[src/rtl/dcache_write_buffer.sv]
// Line-granular write buffer between the data cache and slow data memory.
// Coalesces writebacks, forwards buffered lines to refill reads, drains the oldest entry when idle.
module dcache_write_buffer #(
  parameter int DEPTH  = 2,
  parameter int ADDR_W = 28,
  parameter int LINE_W = 128
) (
  input  logic              clk,
  input  logic              rst_n,
  input  logic              cache_read,
  input  logic              cache_write,
  input  logic [ADDR_W-1:0] cache_addr,
  input  logic [LINE_W-1:0] cache_wdata,
  output logic [LINE_W-1:0] cache_rdata,
  output logic              cache_ready,
  output logic              mem_read,
  output logic              mem_write,
  output logic [ADDR_W-1:0] mem_addr,
  output logic [LINE_W-1:0] mem_wdata,
  input  logic [LINE_W-1:0] mem_rdata,
  input  logic              mem_ready
);

  localparam int PTR_W = (DEPTH > 1) ? $clog2(DEPTH) : 1;
  localparam logic [PTR_W:0] FULL_COUNT = (PTR_W + 1)'(DEPTH);

  typedef enum logic [1:0] {IDLE, MEM_RD, MEM_WR, RESP} state_t;

  state_t            state, state_next;
  logic [DEPTH-1:0]  valid_q;
  logic [ADDR_W-1:0] addr_q [DEPTH];
  logic [LINE_W-1:0] data_q [DEPTH];
  logic [PTR_W-1:0]  head, tail, hit_idx;
  logic [PTR_W:0]    count;
  logic              hit;
  logic              rd_hit, rd_miss, rd_done;
  logic              wr_update, wr_push, drain_start, drain_done;

  // Entries hold distinct addresses, so at most one can match.
  always_comb begin
    hit     = 1'b0;
    hit_idx = '0;
    for (int i = 0; i < DEPTH; i++) begin
      if (valid_q[i] && addr_q[i] == cache_addr) begin
        hit     = 1'b1;
        hit_idx = PTR_W'(i);
      end
    end
  end

  always_ff @(posedge clk or negedge rst_n) begin
    if (!rst_n) state <= IDLE;
    else        state <= state_next;
  end

  always_comb begin
    state_next  = state;
    rd_hit      = 1'b0;
    rd_miss     = 1'b0;
    rd_done     = 1'b0;
    wr_update   = 1'b0;
    wr_push     = 1'b0;
    drain_start = 1'b0;
    drain_done  = 1'b0;
    case (state)
      IDLE: begin
        if (cache_read) begin
          if (hit) begin
            rd_hit     = 1'b1;
            state_next = RESP;
          end else begin
            rd_miss    = 1'b1;
            state_next = MEM_RD;
          end
        end else if (cache_write) begin
          if (hit) begin
            wr_update  = 1'b1;
            state_next = RESP;
          end else if (count != FULL_COUNT) begin
            wr_push    = 1'b1;
            state_next = RESP;
          end else begin
            drain_start = 1'b1;
            state_next  = MEM_WR;
          end
        end else if (count != '0) begin
          drain_start = 1'b1;
          state_next  = MEM_WR;
        end
      end
      MEM_RD: begin
        if (mem_ready) begin
          rd_done    = 1'b1;
          state_next = RESP;
        end
      end
      MEM_WR: begin
        if (mem_ready) begin
          drain_done = 1'b1;
          state_next = IDLE;
        end
      end
      RESP:    state_next = IDLE;
      default: state_next = IDLE;
    endcase
  end

  // Registered outputs and FIFO bookkeeping; push and pop never coincide.
  always_ff @(posedge clk or negedge rst_n) begin
    if (!rst_n) begin
      cache_rdata <= '0;
      cache_ready <= 1'b0;
      mem_read    <= 1'b0;
      mem_write   <= 1'b0;
      mem_addr    <= '0;
      mem_wdata   <= '0;
      valid_q     <= '0;
      head        <= '0;
      tail        <= '0;
      count       <= '0;
    end else begin
      cache_ready <= (state_next == RESP);
      if (rd_hit)  cache_rdata <= data_q[hit_idx];
      if (rd_done) begin
        cache_rdata <= mem_rdata;
        mem_read    <= 1'b0;
      end
      if (rd_miss) begin
        mem_read <= 1'b1;
        mem_addr <= cache_addr;
      end
      if (wr_push) begin
        valid_q[tail] <= 1'b1;
        tail          <= tail + PTR_W'(1);
        count         <= count + (PTR_W + 1)'(1);
      end
      if (drain_start) begin
        mem_write <= 1'b1;
        mem_addr  <= addr_q[head];
        mem_wdata <= data_q[head];
      end
      if (drain_done) begin
        mem_write     <= 1'b0;
        valid_q[head] <= 1'b0;
        head          <= head + PTR_W'(1);
        count         <= count - (PTR_W + 1)'(1);
      end
    end
  end

  // Line storage needs no reset: valid_q qualifies every entry.
  always_ff @(posedge clk) begin
    if (wr_update) data_q[hit_idx] <= cache_wdata;
    if (wr_push) begin
      addr_q[tail] <= cache_addr;
      data_q[tail] <= cache_wdata;
    end
  end

endmodule

[config.mk]
export PLATFORM = sky130hd
export DESIGN_NAME = dcache_write_buffer
export DESIGN_NICKNAME = d
export VERILOG_FILES = /design/src/rtl/dcache_write_buffer.sv
export SDC_FILE = /design/constraint.sdc
export NUM_CORES = 1
export LEC_CHECK = 0
export ABC_AREA = 1
export CORE_ASPECT_RATIO = 0.7
export CORE_MARGIN = 2
export CORE_UTILIZATION = 30
export CTS_BUF_LIST = sky130_fd_sc_hd__clkbuf_4 sky130_fd_sc_hd__clkbuf_8
export CTS_CLUSTER_DIAMETER = 80
export DETAILED_ROUTE_END_ITERATION = 6
export SYNTH_ARGS = -nofsm -noshare
export SYNTH_HDL_FRONTEND = slang
export SYNTH_SLANG_ARGS = --single-unit
[constraint.sdc]
create_clock -name clk -period 20.2 [get_ports clk]
set_input_delay 6.06 -clock clk [delete_from_list [all_inputs] [get_ports clk]]
set_output_delay 6.06 -clock clk [all_outputs]
set_load 0.01 [all_outputs]
Word-level counts from Yosys, hierarchy flattened
Memory sizes are Yosys's and may differ from the RTL's. A register that Yosys moved wholly into a read port is not among the register bits. Cells that the tools add are included.

Register bits after elaboration: 167. RAM bits: 312. Memories kept: 2. Output and inout port bits: 287.

$lt $le $gt $ge: 4. Equality and inequality tests: 7. Reductions and logical operators: 13. $add $sub $neg: 4. Muxes and demuxes: 58. Bitwise gates (word level): 3.

Memory list: data_q (words 2, width 128, rd ports 2, clocked after Yosys merged registers in 1, write ports 1, line 32) `logic [LINE_W-1:0] data_q [DEPTH];`; addr_q (words 2, width 28, rd ports 3, clocked after Yosys merged registers in 0, write ports 1, line 31) `logic [ADDR_W-1:0] addr_q [DEPTH];`.

Operators with widths (count): two-way mux 128 bit (3); OR reduction 128 bit (1); == test 28 bit (2); two-way mux 28 bit (2); two-way mux 1 bit (40); two-way mux 2 bit (10); nonzero test 2 bit (6); one-hot mux 2 bit (4 select lines) (1); == test 2 bit, second input constant (3); logical AND 1 bit (4); less-than comparator 1 x 2 -> 1 bit, second input constant (2); adder 1 bit, second input constant (2); adder 2 x 1 -> 2 bit, second input constant (1); AND 2 bit (1); demux 1 bit (select 1 bit) (2); == test 2 x 1 -> 1 bit, second input constant (1); >= comparator 1 bit, second input constant (2); zero test 2 bit (1); inequality test 2 bit, second input constant (1); NOT 2 bit (1); OR 2 bit (1); subtractor 2 x 1 -> 2 bit, second input constant (1); zero test 1 bit (1).

Logic depth before layout (Yosys ltp)
An unclocked memory read counts as a cell.

Depth after elaboration: 13. Gate-level depth with buffers: 17. Depth with buffers taken out: 15.

Least setup slack after synthesis
Ideal clock, no wire load.

Kind: input port to flip-flop. Start: input cache_addr[27]. End: memory data_q[1][0] (enable). Stages: 10. Buffers on the path: 2. Data arrival time: 13.153 ns. Library setup time: 0.658 ns. Path slack: 6.388 ns. Cells stage by stage: inv_2 a21oi_1 nand2_1 nor2_1 nand2_1 nor2_1 nand2_2 buf_2 buf_2 a21oi_1.

Cells in the longest elaborated chain, start to end: 12.

RTL lines: from (decl) (line 12) `input logic [ADDR_W-1:0] cache_addr,`; == test 28 bit (line 44) `if (valid_q[i] && addr_q[i] == cache_addr) begin`; logical AND 1 bit (line 44); two-way mux 1 bit (2 in a row) (line 44); two-way mux 1 bit (line 76) `if (hit) begin`; two-way mux 1 bit (line 75) `end else if (cache_write) begin`; two-way mux 1 bit (line 67) `if (cache_read) begin`; two-way mux 1 bit (line 65) `case (state)`; two-way mux 1 bit (line 154) `if (wr_push) begin`; two-way mux 1 bit (implied by the code) (line 156) `data_q[tail] <= cache_wdata;`; OR reduction 128 bit (no source line); two-way mux 1 bit (no source line); to (decl) (line 32).

Parallel ways exist; a longest one is shown, timed or not.

Worst setup path after layout
Start: input cache_addr[0]. End: register mem_wdata[19] (read register of data_q).

Cells in the longest elaborated chain, start to end: 8.

RTL lines: == test 28 bit (line 44); logical AND 1 bit (line 44); two-way mux 1 bit (line 44); two-way mux 1 bit * (line 44); two-way mux 1 bit * (line 76); two-way mux 1 bit * (line 75); two-way mux 1 bit * (line 67); two-way mux 1 bit * (line 65); to (decl) (line 19) `output logic [LINE_W-1:0] mem_wdata,`.

Mark *: on every way between the ends. The rest lies on a longest branch, timed or not. A chain may end at the register's enable or synchronous reset.

==> flow_summary.json <==
{
  "outcome": "completed",
  "worst_slack_ns": 8.788,
  "nFillCells": 8532,
  "dr.pass1.iters": 5,
  "ys_ff_latch": 607,
  "slowest_stage": "buf_4",
  "power_leakage_nw": 15.59,
  "initial_core_util_pct": 30.41,
  "hpwl_um": 56260,
  "grt_overflow_total": 0,
  "antenna_found_initial": 11,
  "final.setup.tns_ns": 0,
  "die_w_um": 358.1,
  "grt_pass1_wl_um": 124700,
  "switching_share_pct": 35.25,
  "cp-startpoint": "cache_addr[0]",
  "synthAdderAreaFrac_pct": 0,
  "synth_edf_count": 312,
  "synth.net_count": 3109,
  "postCtsSetupBuffers": 0,
  "synth_warnings": 0,
  "cts_max_level": 3,
  "worstReg2RegStart": "addr_q[1][26]",
  "path_class": "primary input to flip-flop",
  "grt_pass1_vias": 20373,
  "dieArea_um2": 90200,
  "synth_xor_area_share_pct": 0.7317,
  "cp_max_fo": 118,
  "endpoint_kind": "flip-flop",
  "cp_common_cell": "buf_4",
  "die_y_um": 251.9,
  "post_drt_wl_per_cell_um": 18.11,
  "clock-sinks": 607,
  "cts_buffers": 99,
  "worstPathArrival_ns": 11.95,
  "yosys.area_share.simple_pct": 20.23,
  "io_pins": 576,
  "io_buffer_count": 575,
  "cts_resized": 0,
  "tightest_slew_ns": 1.069,
  "combPwrFrac_pct": 36.8,
  "required_ns": 20.74,
  "muxShareOfSynthArea_pct": 0.2661,
  "worstSkewPairLatency_ns": 0.71,
  "min_period_ns": 11.41,
  "yosys_most_used_dff": "edfxtp_1",
  "worstHoldStart": "cache_rdata[29]",
  "max_slew_margin_pct": 28.65,
  "track_usage_pct": 18.18,
  "synth_top_family_by_area": "simple AND/OR/NAND/NOR gates",
  "clk_path_buf_depth": 3,
  "path_cells": "clkdlybuf4s50_1 > inv_1 > nand2_1 > nand3_1 > nor2_1 > nand2_1 > nor2_1 > nand2_8 > nand3_2 > nand2_2 > nand2_8 > buf_4 > buf_4 > buf_4 > o21ai_0",
  "pre_cts_ws_ns": 8.074,
  "max_stage_delay_ns": 0.84,
  "area_delta_synth_final_pct": 33.78,
  "synth-async-reset-ratio_pct": 48.60,
  "vias": 20805,
  "synth_compound_area_share_pct": 9.246,
  "start_kind": "primary input",
  "max_freq_ghz": 0.08763,
  "cts_hold_buffers": 0,
  "min_path_type": "flip-flop to flip-flop",
  "finalMaxSlewViolations": 0,
  "cp_top_family": "buffers and inverters",
  "drc": 0,
  "final-hold-violation-count": 0,
  "cts_root_buffer": "clkbuf_8",
  "ys_types": 30,
  "cap_violations": 0,
  "viasPerCell": 4.520,
  "clk_pin_slew_worst_paths_ns": 0.06,
  "synth_area_um2": 26330,
  "irDropWorstVdd_v": 0.00007245,
  "grt_max_degree": 187,
  "intPower_w": 0.003019,
  "cts_tree": "yes",
  "core_um2": 86600,
  "clkPwrFrac_pct": 24.6,
  "drive_above_1_share_pct": 6.818,
  "setup_viol_count_final": 0,
  "power_frac_seq_pct": 38.6,
  "ant_nets": 0,
  "rsz0062_at_grt": "no",
  "drt_first_iter_violations": 1315,
  "wl_um": 83360,
  "fin_nets": 3653,
  "critical_path_buf_inv_count": 5,
  "yosysSeqAreaShare_pct": 63.61,
  "clock_skew_ns": 0.04349,
  "cellPowerDensity_nw_per_um2": 132.4,
  "syn_inst": 2820,
  "place.gp.congestion": 0.8376,
  "core.rowCount": 90,
  "syn_avg_cell_area_um2": 9.338,
  "p_switching_w": 0.001644,
  "min_period_over_period_pct": 56.49
}
## synth_stat cells (2+ instances only)
cell type,instances,area share (%)
a21oi_1,5,0.095
buf_1,2,0.029
buf_2,77,1.5
buf_4,12,0.34
clkbuf_1,71,1.0
clkinv_1,2,0.029
dfrtp_1,295,28
edfxtp_1,312,36
inv_1,198,2.8
inv_2,12,0.17
mux2i_1,7,0.27
nand2_1,1280,18
nand2_2,3,0.071
nand3_1,65,1.2
nand4_1,3,0.071
nor2_1,33,0.47
nor3_1,3,0.057
o211ai_1,128,3.6
o21ai_0,239,4.5
o21ai_1,42,0.80
o22ai_1,2,0.048
xnor2_1,15,0.50
xor2_1,7,0.23
## per-layer routing
layer	part of all wire (%)	wire (µm)	vias up	GRT usage [%]
met5	0.077	64	-	0
met4	2.3	1922	10	5.260
met3	7.9	6625	134	6.076
met2	45	37380	609	28.18
met1	45	37360	9762	24.14
li1	-	-	10290	-
## power groups by stage
| stage | Combinational [W] | Clock, W | Sequential, W |
|---|---|---|---|
| after global routing | 0.00190 | 0.00124 | 0.00184 |
| after detailed placement | 0.00175 | 0 | 0.00182 |
| after global placement | 0.00173 | 0 | 0.00182 |
| final | 0.00172 | 0.00115 | 0.00180 |
| after floorplan | 0.000698 | 0 | 0.00192 |
| after CTS | 0.00175 | 0.00118 | 0.00180 |
## cell usage in the layout (no fill, tap or decap), drive strengths merged, types with 7 or more instances in the layout
| cell | instances |
|---|---|
| buf | 32 |
| clkbuf | 160 |
| clkdlybuf4s50 | 574 |
| clkinv | 18 |
| dfrtp | 295 |
| edfxtp | 312 |
| inv | 214 |
| mux2i | 7 |
| nand2 | 1284 |
| nand3 | 66 |
| nor2 | 33 |
| o211ai | 128 |
| o21ai | 281 |
| xnor2 | 15 |
| xor2 | 7 |
## registers in the layout (all words and copies together) (netlist names)
signal and cells:
data_q 256, cache_rdata 128, mem_wdata 128, addr_q 56, mem_addr 28, count 2
state 2, valid_q 2, cache_ready 1, head 1, mem_read 1, mem_write 1
tail 1
## path summary, 6_finish.rpt
path                                   endpoint  slack [ns]  depth (start not counted)
worst max-delay path              mem_wdata[19]        8.79                         15
worst min-delay path            cache_rdata[29]        0.48                          2
worst max register to register    mem_wdata[19]       14.43                         15
worst min register to register  cache_rdata[29]        0.48                          2
max in group asynchronous         mem_wdata[71]       12.69                          3
min in group asynchronous        cache_rdata[0]        5.36                          1
## worst reg2reg max path: cells and delay by family, from the launching register on
family | cells | cell delay, ns
buf+inv | 4 | 2.59
simple gates | 10 | 2.48
flops | 1 | 0.40
compound gates | 1 | 0.19
## cell type report
class	count	area (µm²)	area share [%]
antenna	6	15.01	0.04262
clock buffer	160	1933	5.487
clock inverter	24	203.9	0.5789
inverter	212	808.3	2.294
multi-input combinational	1838	8085	22.95
sequential	607	16750	47.55
tap	1150	1439	4.084
timing repair buffer	606	5993	17.01
## kinds of logic (layout without fill, tap and decap cells)
group,after synthesis,after routing
DFF,607,607
buffers and inverters,375,1002
xor gates and xnor gates,22,22
AOI/OAI and AO/OA,420,420
other,0,6
and+or+nand+nor,1389,1389
muxes,7,7
## metrics by stage
| step | cell area, µm² | util (%) | total power, W | std cells | hold WS [ns] |
|---|---|---|---|---|---|
| 5_1_grt | 35220 | 40.67 | 0.004981 | 4599 | 0.4918 |
| 6_report | 35230 | 40.68 | 0.004663 | 4603 | 0.4756 |
| 3_3_place_gp | 33080 | 38.20 | 0.003549 | 4413 | 0.4614 |
| 2_1_floorplan | 26330 | - | 0.002620 | 2820 | 0.4643 |
| 3_5_place_dp | 33080 | 38.20 | 0.003563 | 4413 | 0.4636 |
| 4_1_cts | 35210 | 40.66 | 0.004737 | 4597 | 0.4806 |
Power figures use the tool's default switching activity.
